`config.mk`:
```
export PLATFORM = sky130hd
export DESIGN_NAME = room_occupancy_counter
export DESIGN_NICKNAME = d
export VERILOG_FILES = /design/src/rtl/occ_pkg.sv /design/src/rtl/occ_debounce.sv /design/src/rtl/room_occupancy_counter.sv
export SDC_FILE = /design/constraint.sdc
export NUM_CORES = 1
export LEC_CHECK = 0
export ABC_AREA = 1
export BUFFER_PORTS_ARGS = -buffer_cell sky130_fd_sc_hd__buf_2
export CAP_MARGIN = 20
export CORE_UTILIZATION = 35
export CTS_CLUSTER_SIZE = 8
export DETAILED_ROUTE_END_ITERATION = 16
export HOLD_SLACK_MARGIN = 0.06
export SYNTH_ARGS = -nofsm -noshare
export SYNTH_HDL_FRONTEND = slang
export SYNTH_SLANG_ARGS = --single-unit
```
`constraint.sdc`:
```
create_clock -name clk -period 5.5 [get_ports clk]
set_input_delay 0.825 -clock clk [delete_from_list [all_inputs] [get_ports clk]]
set_output_delay 0.825 -clock clk [all_outputs]
set_load 0.005 [all_outputs]
```
`src/rtl/occ_pkg.sv`:
```
// Shared definitions for the room occupancy counter: direction FSM states,
// synchroniser depth and the two-bit beam patterns {A, B}.
package occ_pkg;

  typedef enum logic [2:0] {
    IDLE   = 3'd0,
    A1     = 3'd1,
    AB_IN  = 3'd2,
    B_TAIL = 3'd3,
    B1     = 3'd4,
    BA_OUT = 3'd5,
    A_TAIL = 3'd6
  } occ_state_t;

  localparam int OCC_SYNC_STAGES = 2;

  // Beam patterns as {outer A, inner B}
  localparam logic [1:0] PAT_NONE = 2'b00;
  localparam logic [1:0] PAT_A    = 2'b10;
  localparam logic [1:0] PAT_B    = 2'b01;
  localparam logic [1:0] PAT_AB   = 2'b11;

endpackage

```
`src/rtl/occ_debounce.sv`:
```
// Single-bit sensor conditioner: OCC_SYNC_STAGES-flop synchroniser followed,
// when ROOM_DEBOUNCE_EN is defined, by a debouncer that only moves its output
// after the synchronised input has disagreed with it for DEB_CYC consecutive
// cycles. Without ROOM_DEBOUNCE_EN the synchroniser output is passed through
// and DEB_CYC has no effect.
module occ_debounce
  import occ_pkg::*;
#(
  parameter int DEB_CYC = 4
) (
  input  logic clk,
  input  logic rst_n,
  input  logic din,
  output logic dout
);

  if (DEB_CYC < 1) begin : g_bad_deb_cyc
    $error("occ_debounce: DEB_CYC must be at least 1");
  end

  logic [OCC_SYNC_STAGES-1:0] sync_q;
  logic                       din_sync;

  // Shift the asynchronous input through the synchroniser chain
  always_ff @(posedge clk) begin
    if (!rst_n) begin
      sync_q <= '0;
    end else begin
      sync_q <= {sync_q[OCC_SYNC_STAGES-2:0], din};
    end
  end

  assign din_sync = sync_q[OCC_SYNC_STAGES-1];

`ifdef ROOM_DEBOUNCE_EN
  // Run counter only needs to reach DEB_CYC-1: the DEB_CYC-th differing
  // cycle flips the output directly.
  localparam int            RUN_W    = (DEB_CYC > 1) ? $clog2(DEB_CYC) : 1;
  localparam logic [RUN_W-1:0] RUN_LAST = RUN_W'(DEB_CYC - 1);

  logic [RUN_W-1:0] run_q;
  logic             deb_q;

  // Count consecutive disagreeing cycles; any agreeing cycle restarts the run
  always_ff @(posedge clk) begin
    if (!rst_n) begin
      run_q <= '0;
      deb_q <= 1'b0;
    end else if (din_sync != deb_q) begin
      if (run_q == RUN_LAST) begin
        deb_q <= din_sync;
        run_q <= '0;
      end else begin
        run_q <= run_q + 1'b1;
      end
    end else begin
      run_q <= '0;
    end
  end

  assign dout = deb_q;
`else
  assign dout = din_sync;
`endif

endmodule

```
`src/rtl/room_occupancy_counter.sv`:
```
// Two-beam room occupancy counter. Outer beam A and inner beam B are
// conditioned by occ_debounce, a direction FSM recognises complete entry
// (A, AB, B, none) and exit (B, AB, A, none) walks, and a saturating counter
// tracks occupancy with a sticky over/underflow flag.
// Optional feature: define ROOM_DEBOUNCE_EN to debounce both beams.
module room_occupancy_counter
  import occ_pkg::*;
#(
  parameter int CNT_W     = 8,
  parameter int MAX_COUNT = 2**CNT_W - 1,
  parameter int DEB_CYC   = 4
) (
  input  logic             clk,
  input  logic             rst_n,
  input  logic             sensor_a,
  input  logic             sensor_b,
  input  logic             clear,
  output logic [CNT_W-1:0] count,
  output logic             entry_pulse,
  output logic             exit_pulse,
  output logic             empty,
  output logic             full,
  output logic             ovf_err
);

  if (MAX_COUNT < 1 || MAX_COUNT > 2**CNT_W - 1) begin : g_bad_max_count
    $error("room_occupancy_counter: MAX_COUNT out of range 1..2**CNT_W-1");
  end

  localparam logic [CNT_W-1:0] MAX_CNT = CNT_W'(MAX_COUNT);

  // Saturating step functions: never wrap past MAX_CNT or below zero
  function automatic logic [CNT_W-1:0] sat_inc(input logic [CNT_W-1:0] v);
    return (v == MAX_CNT) ? v : v + 1'b1;
  endfunction

  function automatic logic [CNT_W-1:0] sat_dec(input logic [CNT_W-1:0] v);
    return (v == '0) ? v : v - 1'b1;
  endfunction

  logic       beam_a;
  logic       beam_b;
  logic [1:0] pat;

  occ_debounce #(.DEB_CYC(DEB_CYC)) u_deb_a (
    .clk   (clk),
    .rst_n (rst_n),
    .din   (sensor_a),
    .dout  (beam_a)
  );

  occ_debounce #(.DEB_CYC(DEB_CYC)) u_deb_b (
    .clk   (clk),
    .rst_n (rst_n),
    .din   (sensor_b),
    .dout  (beam_b)
  );

  assign pat = {beam_a, beam_b};

  occ_state_t state_q;
  logic       amb_q;    // both beams seen together while idle: wait for clear
  logic       entry_done;
  logic       exit_done;

  // A walk completes when its tail state sees both beams clear
  assign entry_done = (state_q == B_TAIL) && (pat == PAT_NONE);
  assign exit_done  = (state_q == A_TAIL) && (pat == PAT_NONE);

  // Direction FSM: advance along a walk, step back one state on a reversal,
  // abandon to IDLE on clear beams or any pattern that does not fit the walk
  always_ff @(posedge clk) begin
    if (!rst_n) begin
      state_q <= IDLE;
      amb_q   <= 1'b0;
    end else begin
      case (state_q)
        IDLE: begin
          if (amb_q) begin
            if (pat == PAT_NONE) amb_q <= 1'b0;
          end else begin
            case (pat)
              PAT_A:   state_q <= A1;
              PAT_B:   state_q <= B1;
              PAT_AB:  amb_q   <= 1'b1;
              default: state_q <= IDLE;
            endcase
          end
        end
        A1: begin
          case (pat)
            PAT_AB:  state_q <= AB_IN;
            PAT_A:   state_q <= A1;
            default: state_q <= IDLE;
          endcase
        end
        AB_IN: begin
          case (pat)
            PAT_B:   state_q <= B_TAIL;
            PAT_A:   state_q <= A1;
            PAT_AB:  state_q <= AB_IN;
            default: state_q <= IDLE;
          endcase
        end
        B_TAIL: begin
          case (pat)
            PAT_AB:  state_q <= AB_IN;
            PAT_B:   state_q <= B_TAIL;
            default: state_q <= IDLE;
          endcase
        end
        B1: begin
          case (pat)
            PAT_AB:  state_q <= BA_OUT;
            PAT_B:   state_q <= B1;
            default: state_q <= IDLE;
          endcase
        end
        BA_OUT: begin
          case (pat)
            PAT_A:   state_q <= A_TAIL;
            PAT_B:   state_q <= B1;
            PAT_AB:  state_q <= BA_OUT;
            default: state_q <= IDLE;
          endcase
        end
        A_TAIL: begin
          case (pat)
            PAT_AB:  state_q <= BA_OUT;
            PAT_A:   state_q <= A_TAIL;
            default: state_q <= IDLE;
          endcase
        end
        default: begin
          state_q <= IDLE;
          amb_q   <= 1'b0;
        end
      endcase
    end
  end

  // Occupancy counter, event strobes and sticky error; clear wins over an
  // event in the same cycle but the event strobe is still emitted
  always_ff @(posedge clk) begin
    if (!rst_n) begin
      count       <= '0;
      entry_pulse <= 1'b0;
      exit_pulse  <= 1'b0;
      ovf_err     <= 1'b0;
    end else begin
      entry_pulse <= entry_done;
      exit_pulse  <= exit_done;
      if (clear) begin
        count   <= '0;
        ovf_err <= 1'b0;
      end else if (entry_done) begin
        if (count == MAX_CNT) ovf_err <= 1'b1;
        count <= sat_inc(count);
      end else if (exit_done) begin
        if (count == '0) ovf_err <= 1'b1;
        count <= sat_dec(count);
      end
    end
  end

  assign empty = (count == '0);
  assign full  = (count == MAX_CNT);

endmodule

```
==> impl_metrics.ini, run 1 <==
[run_status]
outcome = finished, final reports clean

[critical_path]
max_stage_delay_ns = 0.44
crit_buf_inv = 1
critPathTopFamily = simple AND/OR/NAND/NOR gates
worst_path_most_repeated_cell = nand2_1
critical_path_peak_fanout = 11
worst_path_max_delay_cell = ha_1
cp-end-kind = flop
start_kind = flop
worst-setup-path-type = flop to flop
worstPathCellList = inv_1 -> ha_1 -> nand4_2 -> ha_1 -> or2_2 -> nand3_1 -> nand2_1 -> nand2_1 -> nand2_1 -> nor2_1 -> nor2_1
required_ns = 5.66
worstPathArrival_ns = 2.59

[route]
initialDrtViolationCount = 57
dr_total_vias = 1268
drc = 0
viasPerCell = 4.61
final_antenna_net_count = 0
post_drt_wl_per_cell_um = 10.7
routed_wl_mm = 2.95
drtPass1Iterations = 4

[logic_synthesis]
syn_area_per_cell_sq_um = 6.69
synth.distinct_cells = 24
ys_seq_area_share_pct = 27.6
synth_seq_cells = 19
synthesis.area_sq_mm = 0.00138
synth_nets = 226
postSynthCellCount = 206
yosysTopAreaCell = dfxtp_1
netlist.area_leader.share_pct = 27.6
yosys-top-cells-area = dfxtp_1 28%, nand2_1 16%, ha_1 13%
ys.warnings.count = 0

[floorplanning]
die_y_um = 64.8
initial_core_util_pct = 37.1
die_area_sq_mm = 0.00419
rows = 22
core_sq_mm = 0.00372
pin_count = 18
fp.dieW_um = 64.8

[place]
io_buffers = 17
placed_area_sq_mm = 0.00152
place.gp.congestion = 0.829
dp_hpwl_mm = 2.30

[flow_run]
maxCapViolCount = 0

[clock_network]
post_cts_buffers = 0
clk_latency_ns = 0.26
path_clk_slew_ns = 0.08
cts_buffers = 3
cts_buffer_depth = 2
ctsResizeCount = 0
postCtsHoldBufs = 0
clock_sinks = 19
cts_tree = built
h-tree-depth = 1
cts_root_buffer = clkbuf_8

[power_and_ir_drop]
leakage_nw = 0.793
pwr-share-clk_pct = 40.0
p_sw_w = 0.0000674
combPwrFrac_pct = 6.2
switching_share_pct = 25.6
power_frac_seq_pct = 53.9
powerDensity_mw_per_mm2 = 168
p_int_w = 0.000196
irDropWorstVdd_mv = 0.0946

[timing]
min_period_ns = 2.42
setup_violations = 0
slew_viol_final = 0
setup_tns_ns = 0
max_freq_mhz = 413
hold_viol = 0
clock_skew_ns = 0.00577
rsz0062_at_grt = no
relSlewSlack_pct = 77.4
fin_crit_sh_pct = 44.1
worst_slew_pin_slew_ns = 0.336

[finish]
drive_gt1_share_pct = 18.1
fillCellCount = 397
fin_nets = 248
num_antenna_cells = 0
area_growth_pct = 14.1
fin_area_sq_mm = 0.00157

[grt]
grt_pass1_wl_mm = 5.24
track_usage_pct = 16.2
grt_pass1_vias = 1148
antenna_found_initial = 0
grt_max_degree = 13
grt_overflow = 0

[worst_hold_path]
hp-class = flop to flop
-- cells in the final DEF, fill, tap and decap left out, drive strengths merged --
cell type	netlist	routed
a21oi	7	7
o211ai	1	1
nand3	15	15
nand4	2	2
clkbuf	0	3
o21bai	1	1
o221ai	1	1
nand2	63	63
inv	30	30
ha	14	14
buf	0	17
clkinvlp	0	1
dfxtp	19	19
xnor2	1	1
nand3b	4	4
o2111ai	1	1
or2	1	1
fa	1	1
o21ai	9	9
nor2	36	36
-- metrics by stage --
stage / hold slack, ns / setup WS (ns) / power [W] / utilization, % / cells
2_1_floorplan: 0.390 / 3.33 / 0.000156 / - / 206
3_3_place_gp: 0.394 / 3.14 / 0.000161 / 41.0 / 271
3_5_place_dp: 0.398 / 3.07 / 0.000162 / 41.0 / 271
4_1_cts: 0.418 / 3.05 / 0.000268 / 42.3 / 275
5_1_grt: 0.428 / 2.82 / 0.000276 / 42.3 / 275
6_report: 0.417 / 3.08 / 0.000264 / 42.3 / 275
-- flip-flops by register name (all words and copies together) (netlist names) --
signal and flops:
state_q 3, amb_q 1, u_deb_a.sync_q 2, u_deb_b.sync_q 2
ovf_err 1, count 8, exit_pulse 1, entry_pulse 1
-- cells by family after synthesis --
| logic type | share of synthesized area, % |
|---|---|
| compound gates | 8.17 |
| xor+xnor | 0.635 |
| fa+ha+maj | 14.2 |
| buf+inv | 8.53 |
| flops | 27.6 |
| simple gates | 40.9 |
-- per-layer routing --
metal	wire [um]	track usage (%)	vias up	part of all wire (%)
met1	1520	23.4	551	52
li1	-	-	693	-
met5	0	0	-	0
met4	27	5.00	0	0.92
met3	108	2.29	2	3.7
met2	1290	24.3	22	44
-- synth_stat cells --
cell type  count
ha_1          14
nand4_2        1
dfxtp_1       19
or2_2          1
nand2_1       58
nor2_1        26
nand3_1       14
o2111ai_1      1
fa_1           1
nor2_2         8
o21bai_1       1
inv_1         28
o211ai_1       1
nand2_4        2
nand2_2        3
o21ai_0        9
o221ai_1       1
nand3_2        1
inv_4          2
a21oi_1        7
nor2_4         2
xnor2_1        1
nand4_1        1
nand3b_1       4
-- cell type report --
cell class	instances	area, sq um	share of cell area (%)
clock inverter	1	7.51	0.477
clock buffer	3	41.3	2.63
tap	48	60.1	3.82
timing repair buffer	17	85.1	5.41
multi-input combinational	157	881	56.0
inverter	30	118	7.48
sequential	19	380	24.2
-- power groups by stage --
stage / clock (W) / sequential (W) / combinational, W
after floorplan: 0 / 0.000145 / 0.0000112
after global placement: 0 / 0.000145 / 0.0000161
after detailed placement: 0 / 0.000145 / 0.0000165
after CTS: 0.000109 / 0.000142 / 0.0000165
after global routing: 0.000115 / 0.000142 / 0.0000191
final: 0.000105 / 0.000142 / 0.0000163
-- path summary, 6_finish.rpt --
path / slack (ns) / start / endpoint / depth (start not counted)
max: 3.08 / u_deb_a.sync_q[1]$_SDFF_PN0_ / count[7]$_SDFFE_PP0P_ / 11
min: 0.42 / u_deb_b.sync_q[0]$_SDFF_PN0_ / u_deb_b.sync_q[1]$_SDFF_PN0_ / 2
max reg2reg: 3.08 / u_deb_a.sync_q[1]$_SDFF_PN0_ / count[7]$_SDFFE_PP0P_ / 11
min reg2reg: 0.42 / u_deb_b.sync_q[0]$_SDFF_PN0_ / u_deb_b.sync_q[1]$_SDFF_PN0_ / 2
-- worst reg2reg max path, cell delays in order, from the launching register on --
cell     delay (ns)
dfxtp_1        0.36
inv_1          0.14
ha_1           0.32
nand4_2        0.34
ha_1           0.44
or2_2          0.33
nand3_1        0.12
nand2_1        0.06
nand2_1        0.05
nand2_1        0.05
nor2_1         0.08
nor2_1         0.04
Note: power is estimated with default switching activity, not from simulation.
==> run 2, diff against run 1 <==
clock period = 2 ns   (was 5.5 ns; I/O delays follow)
==> run 2 against run 1 <==
Against the previous run:
- sequential power increased to 2.7 times the previous value
- worst setup slack lost 2.9 ns
- critical endpoint unchanged
- clock skew decreased by 0.0024 ns
==> impl_metrics.ini, run 2 (synthesis gave the netlist of run 1 again) <==
[run_status]
outcome = finished, final reports clean

[flow_run]
maxCapViolCount = 0

[timing]
worst_slew_pin_slew_ns = 0.295
setup_violations = 0
max_freq_mhz = 538
fin_crit_sh_pct = 93.0
min_period_ns = 1.86
clock_skew_ns = 0.00332
layout_setup_ws_ns = 0.141
holdWs_ns = 0.209
slew_viol_final = 0
hold_viol = 0
relSlewSlack_pct = 80.3

[grt]
grt_max_degree = 13
grt_overflow = 0
track_usage_pct = 16.5
antenna_found_initial = 0
grt_pass1_wl_mm = 5.41
grt_pass1_vias = 1222

[critical_path]
worstPathCellList = inv_2 -> ha_4 -> nand4_4 -> ha_1 -> nand2_1 -> inv_1 -> a21oi_1 -> nand2_1 -> nand2_1 -> nand2_1 -> nor2_1 -> nor2_1
cp-end-kind = flop
critPathTopFamily = simple AND/OR/NAND/NOR gates
worst_path_max_delay_cell = ha_1
rrSetupSlack_ns = 0.14
worst-setup-path-type = flop to flop
ff2ff_path_depth = 12
worst_path_most_repeated_cell = nand2_1
r2r_start = u_deb_b.sync_q[1]$_SDFF_PN0_
worstPathArrival_ns = 2.03
reg2reg_to = count[7]$_SDFFE_PP0P_
critical_path_peak_fanout = 8
start_kind = flop
max_stage_delay_ns = 0.40
required_ns = 2.17
crit_buf_inv = 2

[finish]
fin_nets = 258
multi_input_area_sq_um = 920
register_area_sq_um = 384
top_regs = count x8, state_q x3
layout_commonest_cell = nand2_1
drive_gt1_share_pct = 25.3
area_growth_pct = 22.9
num_antenna_cells = 0
fin_cells = 285
regMostFlops = count
largest_reg_flops = 8
fillCellCount = 394
utilization_pct = 45.6
final_cell_mix = 57 x nand2_1, 26 x nor2_1, 26 x inv_1

[route]
drtPass1Iterations = 4
routed_wl_mm = 3.18
final_antenna_net_count = 0
dr_total_vias = 1325
viasPerCell = 4.65
drc = 0
post_drt_wl_per_cell_um = 11.2
initialDrtViolationCount = 36

[clock_network]
h-tree-depth = 1
cts_buffer_depth = 2
cts_root_buffer = clkbuf_8
clk_latency_ns = 0.27
clock_sinks = 19
cts_buffers = 3
cts_tree = built
path_clk_slew_ns = 0.08

[power_and_ir_drop]
irDropWorstVdd_mv = 0.388
leakage_nw = 0.842
total_power_w = 0.000746
powerDensity_mw_per_mm2 = 440

[floorplanning]
initial_core_util_pct = 37.1
die_area_sq_mm = 0.00419
pin_count = 18
fp.dieW_um = 64.8
core_sq_mm = 0.00372
die_y_um = 64.8
rows = 22

[place]
io_buffers = 17
dp_hpwl_mm = 2.38
dpl.cell_count = 279
place.gp.congestion = 0.832
place_ws_ns = 0.0809

[worst_hold_path]
hold_depth = 3
hold_end = u_deb_b.sync_q[0]$_SDFF_PN0_
min_from = sensor_b
hp-class = input port to flop
run 2: cell types whose count changed in the layout (fill, tap and decap cells not counted), sizes merged:
cell  change
buf      +10
run 2: how the worst max path moves through the flow:
stage / from / end / cells past startpoint
after floorplan: u_deb_a.sync_q[1]$_SDFF_PN0_ / count[7]$_SDFFE_PP0P_ / 11
after global placement: u_deb_a.sync_q[1]$_SDFF_PN0_ / count[7]$_SDFFE_PP0P_ / 11
after detailed placement: u_deb_a.sync_q[1]$_SDFF_PN0_ / count[7]$_SDFFE_PP0P_ / 11
after CTS: u_deb_a.sync_q[1]$_SDFF_PN0_ / count[7]$_SDFFE_PP0P_ / 11
after global routing: u_deb_b.sync_q[1]$_SDFF_PN0_ / count[3]$_SDFFE_PP0P_ / 13
final: u_deb_b.sync_q[1]$_SDFF_PN0_ / count[7]$_SDFFE_PP0P_ / 12
run 2: worst reg2reg max path, delay by kind of cell, from the launching register on:
kind,cells,cell delay [ns]
DFF,1,0.33
buffers and inverters,2,0.11
and+or+nand+nor,7,0.58
adders and majority gates,2,0.55
AOI/OAI and AO/OA,1,0.19
run 2: per-stage QoR:
step / setup TNS [ns] / area, sq um
floorplan: 0 / 1400
global placement: 0 / 1610
detailed placement: 0 / 1610
CTS: 0 / 1650
global route: -0.00393 / 1690
finish: 0 / 1690
run 2: report_power, final:
part | switching (W) | leakage, nW | internal, W | total [W]
Combinational | 0.0000370 | 0.665 | 0.0000253 | 0.0000623
Clock | 0.000154 | 0.0217 | 0.000141 | 0.000295
Sequential | 0.00000469 | 0.155 | 0.000384 | 0.000389
run 2: what timing repair did:
action	4_1_cts	5_1_grt
hold buffers	0	0
resized for setup	0	9
setup buffers	0	2
endpoints found under the setup margin	0	4
run 2: routing by layer:
layer  global-route usage (%)  share of wire, %
met1                     23.0                51
met2                     25.4                44
met3                     2.11               3.5
met4                     6.67               1.4
met5                        0                 0
run 2: area by class of cell:
class / instances / share of cell area [%]
tap: 48 / 3.55
clock inverter: 1 / 0.443
timing repair buffer: 27 / 9.68
clock buffer: 3 / 2.44
inverter: 30 / 6.94
sequential: 19 / 22.7
multi-input combinational: 157 / 54.3
==> run 3, diff against run 2 <==
SYNTH_HIERARCHICAL = 1   (was not set)
==> run 3 against run 2 <==
Against the previous run:
- design area up 4.3%
- worst hold slack better by 0.0075 ns
- clock skew up 0.0033 ns
- combinational power down 8.3%
- global-route usage down 0.50 points
- critical endpoint is now count[6]$_SDFFE_PP0P_
==> impl_metrics.ini, run 3 <==
[critical_path]
worst_path_max_delay_cell = dfxtp_2
worstPathArrival_ns = 2.09
worst_path_most_repeated_cell = nand2_1
cp-end-kind = flop
critPathTopFamily = simple AND/OR/NAND/NOR gates
crit_buf_inv = 2
required_ns = 2.16
rrSetupSlack_ns = 0.07
critical_path_peak_fanout = 8
max_stage_delay_ns = 0.32
worst-setup-path-type = flop to flop
start_kind = flop
worstPathCellList = inv_2 -> ha_4 -> nand4_4 -> buf_6 -> ha_4 -> nand2_1 -> nand3b_1 -> nand2_1 -> nand2_1 -> a21oi_1 -> nor2_1

[grt]
grt_overflow = 0
antenna_found_initial = 0
grt_pass1_wl_mm = 5.09
grt_pass1_vias = 1184
track_usage_pct = 16.0
grt_max_degree = 11

[finish]
area_growth_pct = 33.6
top_regs = count x8, state_q x3
largest_reg_flops = 8
final_cell_mix = 54 x nand2_1, 29 x nor2_1, 22 x inv_1
layout_commonest_cell = nand2_1
drive_gt1_share_pct = 27.6
fin_nets = 260
fin_area_sq_mm = 0.00177
regMostFlops = count
num_antenna_cells = 0

[clock_network]
clock_sinks = 19
cts_root_buffer = clkbuf_8
cts_tree = built
path_clk_slew_ns = 0.08
h-tree-depth = 1
cts_buffers = 3
clk_latency_ns = 0.26
cts_buffer_depth = 2

[logic_synthesis]
synth_edf_count = 0
synth_nets = 221
ys_seq_area_share_pct = 28.8
synthFlopType = dfxtp_1
yosys-top-cells-area = dfxtp_1 29%, nand2_1 17%, ha_1 13%
synth_async_sr_flop_share_pct = 0
yosysTopAreaCell = dfxtp_1
synth_seq_cells = 19
ys.warnings.count = 6
netlist.area_leader.share_pct = 28.8
synth.distinct_cells = 25
postSynthCellCount = 201
synth_common_cells = 59 x nand2_1, 30 x nor2_1, 24 x inv_1, 19 x dfxtp_1
synth_most_common_cell = nand2_1
synthesis.area_sq_mm = 0.00132
syn_area_per_cell_sq_um = 6.58

[timing]
min_period_ns = 1.93
layout_setup_ws_ns = 0.0727
relSlewSlack_pct = 78.5
slew_viol_final = 0
setup_violations = 0
max_freq_mhz = 519
worst_slew_pin_slew_ns = 0.323
rsz0062_at_grt = yes
clock_skew_ns = 0.00661
hold_viol = 0
fin_crit_sh_pct = 96.4

[route]
drtPass1Iterations = 4
routed_wl_mm = 3.27
dr_total_vias = 1363
final_antenna_net_count = 0
viasPerCell = 4.78
post_drt_wl_per_cell_um = 11.5
drc = 0
initialDrtViolationCount = 30

[power_and_ir_drop]
powerDensity_mw_per_mm2 = 408
leakage_nw = 0.879
irDropWorstVdd_mv = 0.358

[floorplanning]
die_y_um = 63.5
initial_core_util_pct = 38.1
fp.dieW_um = 63.5
pin_count = 18
rows = 21
core_sq_mm = 0.00347
die_area_sq_mm = 0.00403

[run_status]
outcome = finished, final reports clean

[place]
dp_hpwl_mm = 2.30
placed_area_sq_mm = 0.00157
place_ws_ns = 0.109
place.gp.congestion = 0.865
io_buffers = 17

[flow_run]
maxCapViolCount = 0

[worst_hold_path]
hp-class = input port to flop
## run 3: cell count changes in the layout (fill, tap and decap cells not counted), sizes merged, moves of 2 or more
cell   change
nor2       -5
o21ai      -2
nor3       +4
buf        +7
inv        -5
## run 3: metrics by stage
step | instances | setup TNS [ns] | power (W) | util (%) | hold WS, ns
2_1_floorplan | 201 | 0 | 0.000426 | - | 0.390
3_3_place_gp | 275 | 0 | 0.000449 | 45.2 | 0.402
3_5_place_dp | 275 | 0 | 0.000449 | 45.2 | 0.401
4_1_cts | 279 | 0 | 0.000724 | 46.5 | 0.213
5_1_grt | 285 | -0.118 | 0.000753 | 50.9 | 0.227
6_report | 285 | 0 | 0.000722 | 50.9 | 0.216
## run 3: logic make-up after synthesis
kind of cell             Yosys count  synth area share (%)
AND/OR/NAND/NOR                  122                  41.2
flip-flops                        19                  28.8
adder cells (fa/ha/maj)           15                  14.8
buffers and inverters             26                  7.47
XOR/XNOR                           1                 0.662
AO/OA/AOI/OAI                     18                  7.19
## run 3: metal layers
| metal | up-vias | share of wire [%] | track usage, % |
|---|---|---|---|
| met4 | 0 | 3.1 | 5.11 |
| met5 | - | 0 | 0 |
| li1 | 719 | - | - |
| met2 | 34 | 49 | 28.6 |
| met3 | 14 | 3.6 | 3.80 |
| met1 | 596 | 44 | 18.5 |
## run 3: area by class of cell
type	count	area, sq um
repair buffers	34	224
inverters	26	98.8
well taps	46	57.6
multi-input cells	156	960
flip-flops and latches	19	382
fillers	352	1700
clock buffers	4	45.0
## run 3: timing repair
item                       4_1_cts  5_1_grt
buffers inserted                 0        6
hold buffers                     0        0
gates resized for setup          0       22
setup endpoints to repair        0        4
## run 3: final timing paths
kind                           startpoint                           end  depth (start not counted)
max          u_deb_b/sync_q[1]$_SDFF_PN0_         count[6]$_SDFFE_PP0P_                         11
min reg2reg  u_deb_b/sync_q[0]$_SDFF_PN0_  u_deb_b/sync_q[1]$_SDFF_PN0_                          2
min                              sensor_b  u_deb_b/sync_q[0]$_SDFF_PN0_                          3
max reg2reg  u_deb_b/sync_q[1]$_SDFF_PN0_         count[6]$_SDFFE_PP0P_                         11
## run 3: tightest hold or removal path, stage by stage
cell,delay (ns)
buf_2,0.07
nand2_1,0.04
inv_1,0.04
## run 3: report_power, final
group / leakage (nW) / internal [W] / switching [W]
logic: 0.701 / 0.0000252 / 0.0000318
registers: 0.154 / 0.000383 / 0.00000315
clock network: 0.0228 / 0.000142 / 0.000136
